==> config.mk <==
export PLATFORM = sky130hd
export DESIGN_NAME = mux_scan_sequencer_flat
export DESIGN_NICKNAME = d
export VERILOG_FILES = /design/src/rtl/mux_scan_sequencer_if.sv /design/src/rtl/mux_scan_sequencer.sv /design/src/flat_wrapper.sv
export SDC_FILE = /design/constraint.sdc
export NUM_CORES = 1
export LEC_CHECK = 0
export CORE_ASPECT_RATIO = 0.8
export CORE_MARGIN = 1.5
export CORE_UTILIZATION = 50
export CTS_CLUSTER_SIZE = 12
export DETAILED_ROUTE_END_ITERATION = 16
export PLACE_DENSITY_LB_ADDON = 0.12
export SLEW_MARGIN = 5
export SYNTH_ARGS = -nofsm -noshare
export SYNTH_HDL_FRONTEND = slang
export SYNTH_SLANG_ARGS = --single-unit
==> constraint.sdc <==
create_clock -name clk -period 2.9 [get_ports clk]
set_input_delay 0.435 -clock clk [delete_from_list [all_inputs] [get_ports clk]]
set_output_delay 0.435 -clock clk [all_outputs]
set_load 0.01 [all_outputs]
==> src/rtl/mux_scan_sequencer_if.sv <==
// ============================================================================
// mux_scan_sequencer_if : request/result bundle between a scan client and the
// sequencer. Revision 1.0
// ============================================================================
`default_nettype none

interface mux_scan_sequencer_if #(
  parameter int NCH = 4
);
  logic           start;
  logic           abort;
  logic           busy;
  logic           valid;
  logic [NCH-1:0] word;
`ifdef MUX_SCAN_PARITY_EN
  logic           parity;

  modport master (output start, abort, input busy, valid, word, parity);
  modport slave  (input start, abort, output busy, valid, word, parity);
`else
  modport master (output start, abort, input busy, valid, word);
  modport slave  (input start, abort, output busy, valid, word);
`endif
endinterface

`default_nettype wire

==> src/rtl/mux_scan_sequencer.sv <==
// ============================================================================
// mux_scan_sequencer : steps a mux select through every channel, samples the
// mux output after a settle delay and publishes one word per scan.
// Optional feature macro: MUX_SCAN_PARITY_EN (adds the parity output).
// Revision 1.0
// ============================================================================
`default_nettype none

module mux_scan_sequencer #(
  parameter int SEL_W  = 2,
  parameter int SETTLE = 1
) (
  input  logic                 clk,
  input  logic                 rst_n,
  mux_scan_sequencer_if.slave  bus,
  input  logic                 mux_out,
  output logic [SEL_W-1:0]     sel
);

  localparam int                NCH      = 2 ** SEL_W;
  localparam logic [3:0]        C_SETTLE = 4'(SETTLE);
  localparam logic [SEL_W-1:0]  C_LAST   = SEL_W'(NCH - 1);

  typedef enum logic [1:0] {
    S_IDLE   = 2'd0,
    S_SETTLE = 2'd1,
    S_SAMPLE = 2'd2,
    S_DONE   = 2'd3
  } state_t;

  state_t           state_q,  state_d;
  logic [SEL_W-1:0] sel_q,    sel_d;
  logic [3:0]       cnt_q,    cnt_d;
  logic [NCH-1:0]   shadow_q, shadow_d;
  logic [NCH-1:0]   word_q,   word_d;
  logic             busy_q,   busy_d;
  logic             valid_q,  valid_d;
`ifdef MUX_SCAN_PARITY_EN
  logic             parity_q, parity_d;
`endif

  always_comb begin
    state_d  = state_q;
    sel_d    = sel_q;
    cnt_d    = cnt_q;
    shadow_d = shadow_q;
    word_d   = word_q;
    busy_d   = busy_q;
    valid_d  = 1'b0;
`ifdef MUX_SCAN_PARITY_EN
    parity_d = parity_q;
`endif
    case (state_q)
      S_IDLE: begin
        sel_d = '0;
        if (bus.start) begin
          state_d = S_SETTLE;
          cnt_d   = C_SETTLE;
          busy_d  = 1'b1;
        end
      end
      S_SETTLE: begin
        if (bus.abort) begin
          state_d = S_IDLE;
          sel_d   = '0;
          cnt_d   = '0;
          busy_d  = 1'b0;
        end else begin
          // A zero or one count still spends exactly one cycle settling.
          cnt_d = (cnt_q != 4'd0) ? cnt_q - 4'd1 : 4'd0;
          if (cnt_q <= 4'd1) begin
            state_d = S_SAMPLE;
          end
        end
      end
      S_SAMPLE: begin
        if (bus.abort) begin
          state_d = S_IDLE;
          sel_d   = '0;
          cnt_d   = '0;
          busy_d  = 1'b0;
        end else begin
          shadow_d[sel_q] = mux_out;
          if (sel_q == C_LAST) begin
            state_d = S_DONE;
          end else begin
            sel_d   = sel_q + SEL_W'(1);
            cnt_d   = C_SETTLE;
            state_d = S_SETTLE;
          end
        end
      end
      S_DONE: begin
        word_d  = shadow_q;
        valid_d = 1'b1;
        sel_d   = '0;
`ifdef MUX_SCAN_PARITY_EN
        parity_d = ^shadow_q;
`endif
        // The scan completes regardless of abort; abort only blocks a restart.
        if (bus.start && !bus.abort) begin
          state_d = S_SETTLE;
          cnt_d   = C_SETTLE;
          busy_d  = 1'b1;
        end else begin
          state_d = S_IDLE;
          busy_d  = 1'b0;
        end
      end
      default: begin
        state_d = S_IDLE;
        sel_d   = '0;
        busy_d  = 1'b0;
      end
    endcase
  end

  always_ff @(posedge clk or negedge rst_n) begin
    if (!rst_n) begin
      state_q  <= S_IDLE;
      sel_q    <= '0;
      cnt_q    <= '0;
      shadow_q <= '0;
      word_q   <= '0;
      busy_q   <= 1'b0;
      valid_q  <= 1'b0;
`ifdef MUX_SCAN_PARITY_EN
      parity_q <= 1'b0;
`endif
    end else begin
      state_q  <= state_d;
      sel_q    <= sel_d;
      cnt_q    <= cnt_d;
      shadow_q <= shadow_d;
      word_q   <= word_d;
      busy_q   <= busy_d;
      valid_q  <= valid_d;
`ifdef MUX_SCAN_PARITY_EN
      parity_q <= parity_d;
`endif
    end
  end

  assign sel       = sel_q;
  assign bus.busy  = busy_q;
  assign bus.valid = valid_q;
  assign bus.word  = word_q;
`ifdef MUX_SCAN_PARITY_EN
  assign bus.parity = parity_q;
`endif

endmodule

`default_nettype wire

==> src/flat_wrapper.sv <==
// flat-port wrapper written by rule: the top's interface ports become plain ports
module mux_scan_sequencer_flat 
#(
  parameter int SEL_W  = 2,
  parameter int SETTLE = 1
)
  (clk, rst_n, mux_out, sel, bus_start, bus_abort, bus_busy, bus_valid, bus_word);
  mux_scan_sequencer_if #(.NCH((4))) bus_i ();
  input  logic clk;
  input  logic rst_n;
  input  logic mux_out;
  output logic [SEL_W-1:0] sel;
  input wire logic [$bits(bus_i.start)-1:0] bus_start;
  input wire logic [$bits(bus_i.abort)-1:0] bus_abort;
  output wire logic [$bits(bus_i.busy)-1:0] bus_busy;
  output wire logic [$bits(bus_i.valid)-1:0] bus_valid;
  output wire logic [$bits(bus_i.word)-1:0] bus_word;
  assign bus_i.start = bus_start;
  assign bus_i.abort = bus_abort;
  assign bus_busy = bus_i.busy;
  assign bus_valid = bus_i.valid;
  assign bus_word = bus_i.word;
  mux_scan_sequencer #(.SEL_W(SEL_W), .SETTLE(SETTLE)) u_core (.clk(clk), .rst_n(rst_n), .bus(bus_i), .mux_out(mux_out), .sel(sel));
endmodule
==> results of run 1 <==
## sequential cells by signal, summed over array words and instances, names as in the netlist
name / cells
u_core.bus.word: 4
u_core.shadow_q: 4
u_core.bus.valid: 1
u_core.bus.busy: 1
u_core.cnt_q: 4
u_core.state_q: 2
u_core.sel: 2
## path summary, 6_finish.rpt
path                       cells past startpoint  slack, ns                 end          startpoint
setup / recovery                               1       1.15              sel[0]       u_core.sel[0]
hold / removal                                 1       0.51  u_core.shadow_q[1]  u_core.shadow_q[1]
setup reg to reg                               5       1.34  u_core.shadow_q[2]   u_core.state_q[0]
hold reg to reg                                1       0.51  u_core.shadow_q[1]  u_core.shadow_q[1]
max in group asynchronous                      1       1.82     u_core.cnt_q[2]               rst_n
min in group asynchronous                      1       0.59  u_core.shadow_q[1]               rst_n
## per-stage QoR
step	util [%]	cell area (µm²)	hold WS [ns]	std cells	setup slack, ns
floorplan	-	962	0.139	86	1.51
global placement	64.7	1100	0.486	119	1.10
detailed placement	64.7	1100	0.492	119	1.09
CTS	66.8	1140	0.517	123	1.13
global route	66.8	1140	0.525	123	1.09
finish	66.8	1140	0.510	123	1.15
## power groups by stage
| stage | clock network (mW) | logic (mW) | registers, mW |
|---|---|---|---|
| 2_1_floorplan | 0 | 0.253 | 0.354 |
| 3_3_place_gp | 0 | 0.363 | 0.350 |
| 3_5_place_dp | 0 | 0.369 | 0.351 |
| 4_1_cts | 0.157 | 0.373 | 0.347 |
| 5_1_grt | 0.165 | 0.423 | 0.354 |
| 6_report | 0.152 | 0.372 | 0.346 |
## routing by layer
layer  global-route usage, %  vias to the layer above
li1                        -                      332
met1                    26.2                      305
met2                    24.6                       22
met3                    7.50                        2
met4                    4.74                        0
met5                       0                        -
## layout make-up
type / instances / share of cell area [%]
Multi-Input combinational cell: 60 / 42.1
Sequential cell: 18 / 39.5
Timing Repair Buffer: 12 / 10.5
Clock buffer: 4 / 3.18
Tap cell: 22 / 2.41
Inverter: 7 / 2.30
## worst register-to-register path, cell delays in order (launching register included)
cell	delay (ns)
dfrtp_1	0.41
inv_1	0.13
ha_1	0.26
nor2b_1	0.28
nand2_1	0.11
mux2_2	0.27
## logic make-up after synthesis
| family | after synthesis | synth area share (%) |
|---|---|---|
| simple gates | 24 | 11.2 |
| mux | 10 | 12.0 |
| flops | 18 | 46.8 |
| compound gates | 17 | 15.1 |
| buf+inv | 8 | 3.25 |
| fa+ha+maj | 9 | 11.7 |
## cell usage after synthesis (2+ instances only)
master	number	area, µm²
nand2_1	10	37.5
nor3_1	2	10.0
mux2_2	8	90.1
o21ai_0	2	10.0
dfrtp_1	18	450
o2bb2ai_1	2	17.5
a21oi_1	4	20.0
ha_1	9	113
inv_1	7	26.3
nor2_1	7	26.3
==> implementation parameters, run 1 <==
Parameter                              Value

Worst setup path
  Slowest-stage cell, CP ... clkdlybuf4s50_1
  Arrival time reported for the critical path endpoint ... 1.31 ns
  Category of the most critical setup path ... reg2out
  Critical Path Start Type ... flop
  Slowest Stage Delay on Critical Path ... 0.57 ns
  Largest fanout on the critical path ... 6
  CP Capture Type ... primary output
  Buffering stage count on the worst path with inverters included ... 1
  CP Cell Sequence ... clkdlybuf4s50_1
  Critical path required time ... between 2 and 2.5 ns
  Kind of cell adding the most delay to the critical path ... buffers and inverters

CTS
  Clock transition at the registers of the reported paths ... about 0.1 ns
  Cell chosen for the clock root ... clkbuf_4
  TritonCTS clock tree ... built
  Cells resized by post-CTS repair ... 0
  H-Tree Depth ... 1
  Number of buffers inserted during clock tree synthesis ... 3
  Cts hold-fix bufs ... 0
  Number of clock sinks seen by CTS ... 18
  Deepest clock path buffer count ... 2
  Number of buffers added for setup after CTS ... 0
  Clock network latency to the later pin of the worst-skew pair ... between 0.2 and 0.3 ns

Timing
  Slew at the pin closest to its max-slew limit ... ~0.79 ns
  Final-report setup violation count ... 0
  Final worst-path cycle share ... about three fifths
  Clock tree skew after final layout ... around 0.0054 ns
  Relative slew slack ... ~47%
  Highest attainable clock frequency ... about 570 MHz
  Setup repair after global routing missed its margin ... no
  Final-layout setup total negative slack ... 0 ns
  Pins Over Slew Limit ... 0
  Final critical delay including setup and external delays ... between 1.5 and 2 ns
  Final hold violations ... 0

Die
  I/O pin count ... 13
  Number of cell rows ... 13
  Chip Width ... approximately 52 µm
  Initial Util ... a little under three fifths
  Std-Cell Core Area ... 0.00171 mm²
  Overall die height ... ~42 µm
  Total die area ... about 0.0022 mm²

Synth
  Synthesis-stage register bit count ... 18
  Leading register cell type out of synthesis ... dfrtp_1
  Post-synth design cell area ... just under 0.001 mm²
  Yosys warns ... 0
  Share of flip-flops with an asynchronous set or reset ... 100%
  Synth cell types ... 27
  EDFF count, synth ... 0
  Mapped Nets ... 100
  Post-synthesis area per instance ... ~11 µm²
  Mapped Cells ... 86
  Sequential fraction of the synthesis area ... a little under half

Drt
  Count of TritonRoute iterations in the first routing pass ... 4
  DRC violations left ... 0
  Highest metal layer with signal wires ... met4
  Length of routed met2 wiring ... 635 µm
  DR WL/cell ... around 13 µm
  Iteration-0 DRC count of the detailed router ... 16
  Vias after detailed routing ... 661
  Routed via count divided by cell count ... ~5.4
  Met3 layer wire length in the routed design ... 102 µm
  Aggregate routed wire length ... 1620 µm
  Routed length on met1 ... ~870 µm
  Detail Route Antenna Nets ... 0

Outcome
  Result of the run ... complete, no violations

Power
  Fraction of power spent switching nets ... approximately 36%
  Power density over cell area ... around 760 mW/mm²
  Pleak ... around 0.53 nW
  Internal portion of total power ... 0.561 mW
  PnR Total Power ... roughly 0.87 mW
  Sequential share of power ... between 30 and 40%
  Switching Power ... 0.309 mW
  Share of total power in the clock network ... roughly 17%
  Highest ir drop seen on vdd ... approximately 0.49 mV
  Part of the total power dissipated in combinational logic ... 42.8%

Layout
  Register area ... around 450 µm²
  Share of layout cells above drive strength 1 ... 15.8%
  Combined area of the multi-input logic cells ... between 400 and 500 µm²
  Commonest cells after routing, fill and taps aside ... dfrtp_1, clkdlybuf4s50_1, nand2_1, ha_1, mux2_2
  Number of diodes added for antenna fixing ... 0
  Commonest non-fill, non-tap cell in the layout ... dfrtp_1
  Count of filler cells inserted in the layout ... around 140
  Area growth from synthesis to layout ... 18.6%
  Layout Nets ... 116

Global routing
  Pin count of the biggest net entering global routing ... 19
  First-pass GRT wire length ... between 2000 and 3000 µm
  Vias in the first global route ... roughly 600
  Number of antenna violations at the first check in global routing ... 0
  GRT overflow ... 0
  Total GRT Usage ... 18.1%

Placement
  Last weighted congestion value of the routability-driven placer ... about 0.81
  Detail Placement HPWL ... roughly 1200 µm
  I/O Buffers ... 12

Run
  Max-cap viol count ... 0

Hold path
  Tightest Hold Check Type ... reg2reg
(Power assumes the default switching activity.)
==> run 2: changes to the inputs <==
CORE_UTILIZATION = 47   (was 50)
clock period = 1.45 ns   (was 2.9 ns; I/O delays follow)
==> run 2 against run 1 <==
The run now ends with setup timing left; power increased by 140%; critical endpoint is now u_core.cnt_q[0]; critical path depth increased by 5; sequential share of layout area decreased by 5.7 points; clock power increased by 110%; via count increased by 12%; routed wire length increased by 23%; hold slack got worse by 0.29 ns.
==> implementation parameters, run 2 (synthesis gave the netlist of run 1 again) <==
Parameter                              Value

Timing
  Final Worst Setup Slack ... -0.0159 ns
  Final critical delay including setup and external delays ... ~1.5 ns
  Slew at the pin closest to its max-slew limit ... about 0.29 ns
  Final hold violations ... 0
  Final worst-path cycle share ... 101%
  Highest attainable clock frequency ... around 700 MHz
  Setup repair after global routing missed its margin ... yes
  Pins Over Slew Limit ... 0
  Final-report setup violation count ... 3
  Final-layout setup total negative slack ... -0.0389 ns
  Relative slew slack ... 80.9%
  Clock tree skew after final layout ... approximately 0.0042 ns

Layout
  Commonest cells after routing, fill and taps aside ... dfrtp_1, buf_4, nand2_1, mux2_2, dlymetal6s2s_1
  Area growth from synthesis to layout ... 38.5%
  Number of diodes added for antenna fixing ... 0
  Count of filler cells inserted in the layout ... 153
  Share of layout cells above drive strength 1 ... 39.7%
  End-of-flow core utilization ... between 60% and 70%
  Commonest non-fill, non-tap cell in the layout ... dfrtp_1
  Layout Nets ... between 100 and 150
  Finished layout cell area ... 0.00133 mm²

Die
  Std-Cell Core Area ... 0.00191 mm²
  Initial Util ... about half
  Chip Width ... ~54 µm
  Total die area ... about 0.0023 mm²
  Number of cell rows ... 14
  Overall die height ... between 40 and 50 µm
  I/O pin count ... 13

Run
  Max-cap viol count ... 0

Drt
  Routed via count divided by cell count ... 5.27
  Vias after detailed routing ... 738
  Iteration-0 DRC count of the detailed router ... 7
  Aggregate routed wire length ... approximately 2000 µm
  Count of TritonRoute iterations in the first routing pass ... 4
  Detail Route Antenna Nets ... 0
  DR WL/cell ... around 14 µm
  DRC violations left ... 0

Worst setup path
  Arrival time reported for the critical path endpoint ... 1.67 ns
  Critical path required time ... 1.66 ns
  Category of the most critical setup path ... reg2reg
  Critical Path Start Type ... flop
  Largest fanout on the critical path ... 6
  CP Capture Type ... flop

Outcome
  Violated checks ... setup timing
  Result of the run ... complete, but fails checks

Global routing
  Pin count of the biggest net entering global routing ... 19
  Number of antenna violations at the first check in global routing ... 0
  First-pass GRT wire length ... a little over 3000 µm
  GRT overflow ... 0
  Vias in the first global route ... roughly 690
  Total GRT Usage ... 19.0%

CTS
  Deepest clock path buffer count ... 2
  Cts hold-fix bufs ... 0
  Clock network latency to the later pin of the worst-skew pair ... 0.31 ns
  Clock transition at the registers of the reported paths ... 0.11 ns
  TritonCTS clock tree ... built
  H-Tree Depth ... 1
  Cell chosen for the clock root ... clkbuf_4
  Number of buffers inserted during clock tree synthesis ... 3
  Number of clock sinks seen by CTS ... 18

Power
  Highest ir drop seen on vdd ... approximately 1.3 mV
  Pleak ... between 0.7 and 0.8 nW
  Power density over cell area ... roughly 1500 mW/mm²

Placement
  Placed cell area ... 0.00119 mm²
  Detail Placement HPWL ... approximately 1400 µm
  Last weighted congestion value of the routability-driven placer ... between 0.8 and 0.9
  I/O Buffers ... 12

Hold path
  Tightest Hold Check Type ... in2async
==> run 2: changes by cell type in the layout (fill, tap and decap cells not counted), moves of 2 or more <==
cell | before | now
inv_1 | 7 | 5
o2bb2ai_1 | 2 | 0
inv_2 | 0 | 2
buf_4 | 0 | 14
o2bb2ai_2 | 0 | 2
clkdlybuf4s50_1 | 12 | 5
mux2_2 | 8 | 6
mux2_4 | 1 | 3
nor2_1 | 7 | 5
ha_1 | 9 | 4
dlymetal6s2s_1 | 0 | 6
ha_2 | 0 | 5
==> run 2: per-layer routing <==
metal	part of all wire (%)	up-vias	global-route usage (%)
li1	-	358	-
met5	0	-	0
met1	44	357	24.7
met2	49	15	28.6
met4	2.0	0	7.69
met3	4.9	8	7.24
==> run 2: where the power goes <==
group / internal, mW / switching [mW]
clock: 0.154 / 0.168
combinational: 0.538 / 0.498
sequential: 0.610 / 0.0830
==> run 2: repair_timing <==
action	4_1_cts	5_1_grt
endpoints found under the setup margin	8	16
pin swaps	2	6
gates resized for setup	8	18
hold endpoints to repair	0	0
setup buffers	2	2
==> run 2: metrics by stage <==
step	std cells	hold WS (ns)	total power [mW]	worst slack, ns
final	140	0.222	2.05	-0.0159
after detailed placement	132	0.495	1.58	-0.131
after floorplan	86	-0.0781	1.21	0.0621
after global placement	132	0.490	1.55	-0.0694
after CTS	138	0.235	1.94	-0.0160
after global routing	140	0.246	2.19	-0.0694
==> run 2: final cells by class <==
| cell class | count | area, µm² | share of cell area (%) |
|---|---|---|---|
| multi-input combinational | 60 | 539 | 40.5 |
| sequential | 18 | 450 | 33.8 |
| timing repair buffer | 27 | 250 | 18.8 |
| clock buffer | 4 | 36.3 | 2.72 |
| tap | 24 | 30.0 | 2.25 |
| inverter | 7 | 26.3 | 1.97 |
==> run 2: path summary, 6_finish.rpt <==
path                               startpoint            endpoint  slack [ns]  depth (start not counted)
setup reg to reg            u_core.state_q[1]     u_core.cnt_q[0]       -0.02                          6
setup / recovery            u_core.state_q[1]     u_core.cnt_q[0]       -0.02                          6
max in group asynchronous               rst_n  u_core.bus.word[0]        1.03                          2
hold reg to reg            u_core.bus.word[1]  u_core.bus.word[1]        0.52                          1
min in group clk           u_core.bus.word[1]  u_core.bus.word[1]        0.52                          1
hold / removal                          rst_n     u_core.cnt_q[1]        0.22                          2
==> run 2: critical path: stages, from the launching register on <==
cell	delay (ns)
dfrtp_1	0.45
ha_2	0.23
buf_6	0.12
nand3b_1	0.12
o211a_4	0.21
o2111ai_2	0.10
o21a_1	0.13
==> run 3: changes to the inputs <==
CORE_MARGIN = 3   (was 1.5)
==> run 3 against run 2 <==
The flow still finishes with violations (setup timing); first-iteration DRC count rose by 130%; highest routed layer unchanged; count of clock-buffer cells in the layout did not move; worst setup slack got worse by 0.033 ns; sequential cell count did not move; largest cell class unchanged; cell area barely moved; die area rose by 13%; maximum frequency fell by 2.2%; critical path type unchanged.
==> implementation parameters, run 3 (synthesis gave the netlist of run 1 again) <==
Parameter                              Value

Outcome
  Result of the run ... complete, but fails checks
  Violated checks ... setup timing

Worst setup path
  Launch point of the critical path ... u_core.state_q[1]
  Critical path required time ... approximately 1.6 ns
  Critical Path Start Type ... flop
  Reg2reg start ... u_core.state_q[1]
  Worst reg-to-reg path cell count ... 6
  CP Capture Type ... flop
  Category of the most critical setup path ... reg2reg
  End point of the critical path ... u_core.cnt_q[1]
  Largest fanout on the critical path ... 4
  R2R Path End ... u_core.cnt_q[1]
  FF-to-FF setup slack ... -0.05 ns
  Arrival time reported for the critical path endpoint ... roughly 1.7 ns

Drt
  Detail Route Antenna Nets ... 0
  Aggregate routed wire length ... between 2000 and 2500 µm
  Count of TritonRoute iterations in the first routing pass ... 4
  Vias after detailed routing ... 746
  DRC violations left ... 0
  Routed via count divided by cell count ... 5.33
  Iteration-0 DRC count of the detailed router ... 16
  DR WL/cell ... around 15 µm

CTS
  Clock transition at the registers of the reported paths ... ~0.10 ns
  Number of clock sinks seen by CTS ... 18
  Deepest clock path buffer count ... 2
  Clock network latency to the later pin of the worst-skew pair ... slightly below 0.3 ns
  Cts hold-fix bufs ... 0
  Cell chosen for the clock root ... clkbuf_4
  Number of buffers inserted during clock tree synthesis ... 3
  H-Tree Depth ... 1
  TritonCTS clock tree ... built

Global routing
  First-pass GRT wire length ... around 3300 µm
  GRT overflow ... 0
  Pin count of the biggest net entering global routing ... 19
  Number of antenna violations at the first check in global routing ... 0
  Total GRT Usage ... 17.3%
  Vias in the first global route ... 706

Die
  I/O pin count ... 13
  Total die area ... around 0.0026 mm²
  Number of cell rows ... 13
  Overall die height ... between 40 and 50 µm
  Chip Width ... ~57 µm
  Std-Cell Core Area ... 0.00177 mm²
  Initial Util ... between 50% and 60%

Placement
  Last weighted congestion value of the routability-driven placer ... approximately 0.8
  Detail Placement HPWL ... 1440 µm
  Number of cells in the design after placement ... between 100 and 150
  I/O Buffers ... 12

Timing
  Final-report setup violation count ... 5
  Pins Over Slew Limit ... 0
  Final worst-path cycle share ... 103%
  Relative slew slack ... between 80% and 90%
  Final critical delay including setup and external delays ... ~1.5 ns
  Highest attainable clock frequency ... 667 MHz
  Final hold violations ... 0
  Setup repair after global routing missed its margin ... yes
  Slew at the pin closest to its max-slew limit ... between 0.2 and 0.3 ns
  Final Worst Setup Slack ... -0.0486 ns
  Clock tree skew after final layout ... 0.00511 ns

Layout
  Count of filler cells inserted in the layout ... ~120
  Share of layout cells above drive strength 1 ... about two fifths
  Area growth from synthesis to layout ... 38.6%
  Layout Nets ... 133
  Combined area of the multi-input logic cells ... 528 µm²
  Register area ... ~450 µm²
  Number of diodes added for antenna fixing ... 0
  Commonest non-fill, non-tap cell in the layout ... dfrtp_1
  Number of non-filler instances in the completed layout ... 140
  Commonest cells after routing, fill and taps aside ... dfrtp_1, buf_4, nand2_1, mux2_2

Power
  Share of total power in the clock network ... around 15%
  Part of the total power dissipated in combinational logic ... 51.7%
  Switching Power ... about 0.75 mW
  Pleak ... 0.716 nW
  Power density over cell area ... about 1500 mW/mm²
  Fraction of power spent switching nets ... 36.5%
  Internal portion of total power ... approximately 1.3 mW
  PnR Total Power ... between 2 and 2.5 mW
  Highest ir drop seen on vdd ... about 1.0 mV
  Sequential share of power ... around 33%

Run
  Max-cap viol count ... 0

Hold path
  Tightest Hold Check Type ... in2async
run 3: layout make-up:
class,count,share of cell area [%]
Multi-Input combinational cell,60,39.6
Sequential cell,18,33.8
Timing Repair Buffer,29,19.9
Clock buffer,4,2.72
Tap cell,22,2.06
Inverter,7,1.97
run 3: power groups by stage:
stage          combinational (mW)  clock (mW)  sequential, mW
3_3_place_gp                0.857           0           0.692
2_1_floorplan               0.506           0           0.708
6_report                     1.06       0.307           0.685
3_5_place_dp                0.879           0           0.694
4_1_cts                     0.921       0.315           0.680
5_1_grt                      1.15       0.336           0.701
run 3: what timing repair did:
item | 4_1_cts | 5_1_grt
setup buffers | 4 | 1
pin swaps | 1 | 3
setup endpoints to repair | 7 | 17
resized for setup | 5 | 17
run 3: worst min-delay path by stage:
| stage | end | slack (ns) | cells past startpoint |
|---|---|---|---|
| 3_5_place_dp | u_core.shadow_q[3] | 0.49 | 1 |
| 5_1_grt | u_core.bus.word[1] | 0.25 | 2 |
| 3_3_place_gp | u_core.bus.word[2] | 0.48 | 1 |
| 4_1_cts | u_core.bus.word[1] | 0.24 | 2 |
| 6_report | u_core.bus.word[3] | 0.23 | 2 |
| 2_1_floorplan | u_core.bus.busy | -0.08 | 0 |
run 3: critical path: stages, from the launching register on:
cell	delay (ns)
dfrtp_1	0.45
inv_2	0.11
ha_2	0.28
and3b_2	0.26
nand2_1	0.08
nand2_1	0.07
o2bb2ai_2	0.13
run 3: metrics by stage:
| stage | utilization (%) | worst slack [ns] | instance area [µm²] | TNS (ns) | hold slack, ns |
|---|---|---|---|---|---|
| 6_report | 75.2 | -0.0486 | 1330 | -0.113 | 0.233 |
| 5_1_grt | 75.2 | -0.0843 | 1330 | -0.496 | 0.248 |
| 4_1_cts | 71.8 | 0.00346 | 1270 | 0 | 0.239 |
| 3_5_place_dp | 67.4 | -0.124 | 1190 | -0.740 | 0.493 |
| 3_3_place_gp | 67.4 | -0.0858 | 1190 | -0.438 | 0.479 |
| 2_1_floorplan | - | 0.0621 | 962 | 0 | -0.0781 |
run 3: layer usage:
| layer | global-route usage, % | vias up | part of all wire, % |
|---|---|---|---|
| met2 | 29.5 | 22 | 50 |
| met5 | 0 | - | 0 |
| met1 | 21.6 | 359 | 44 |
| met4 | 4.27 | 0 | 1.3 |
| met3 | 5.88 | 6 | 5.4 |
| li1 | - | 359 | - |
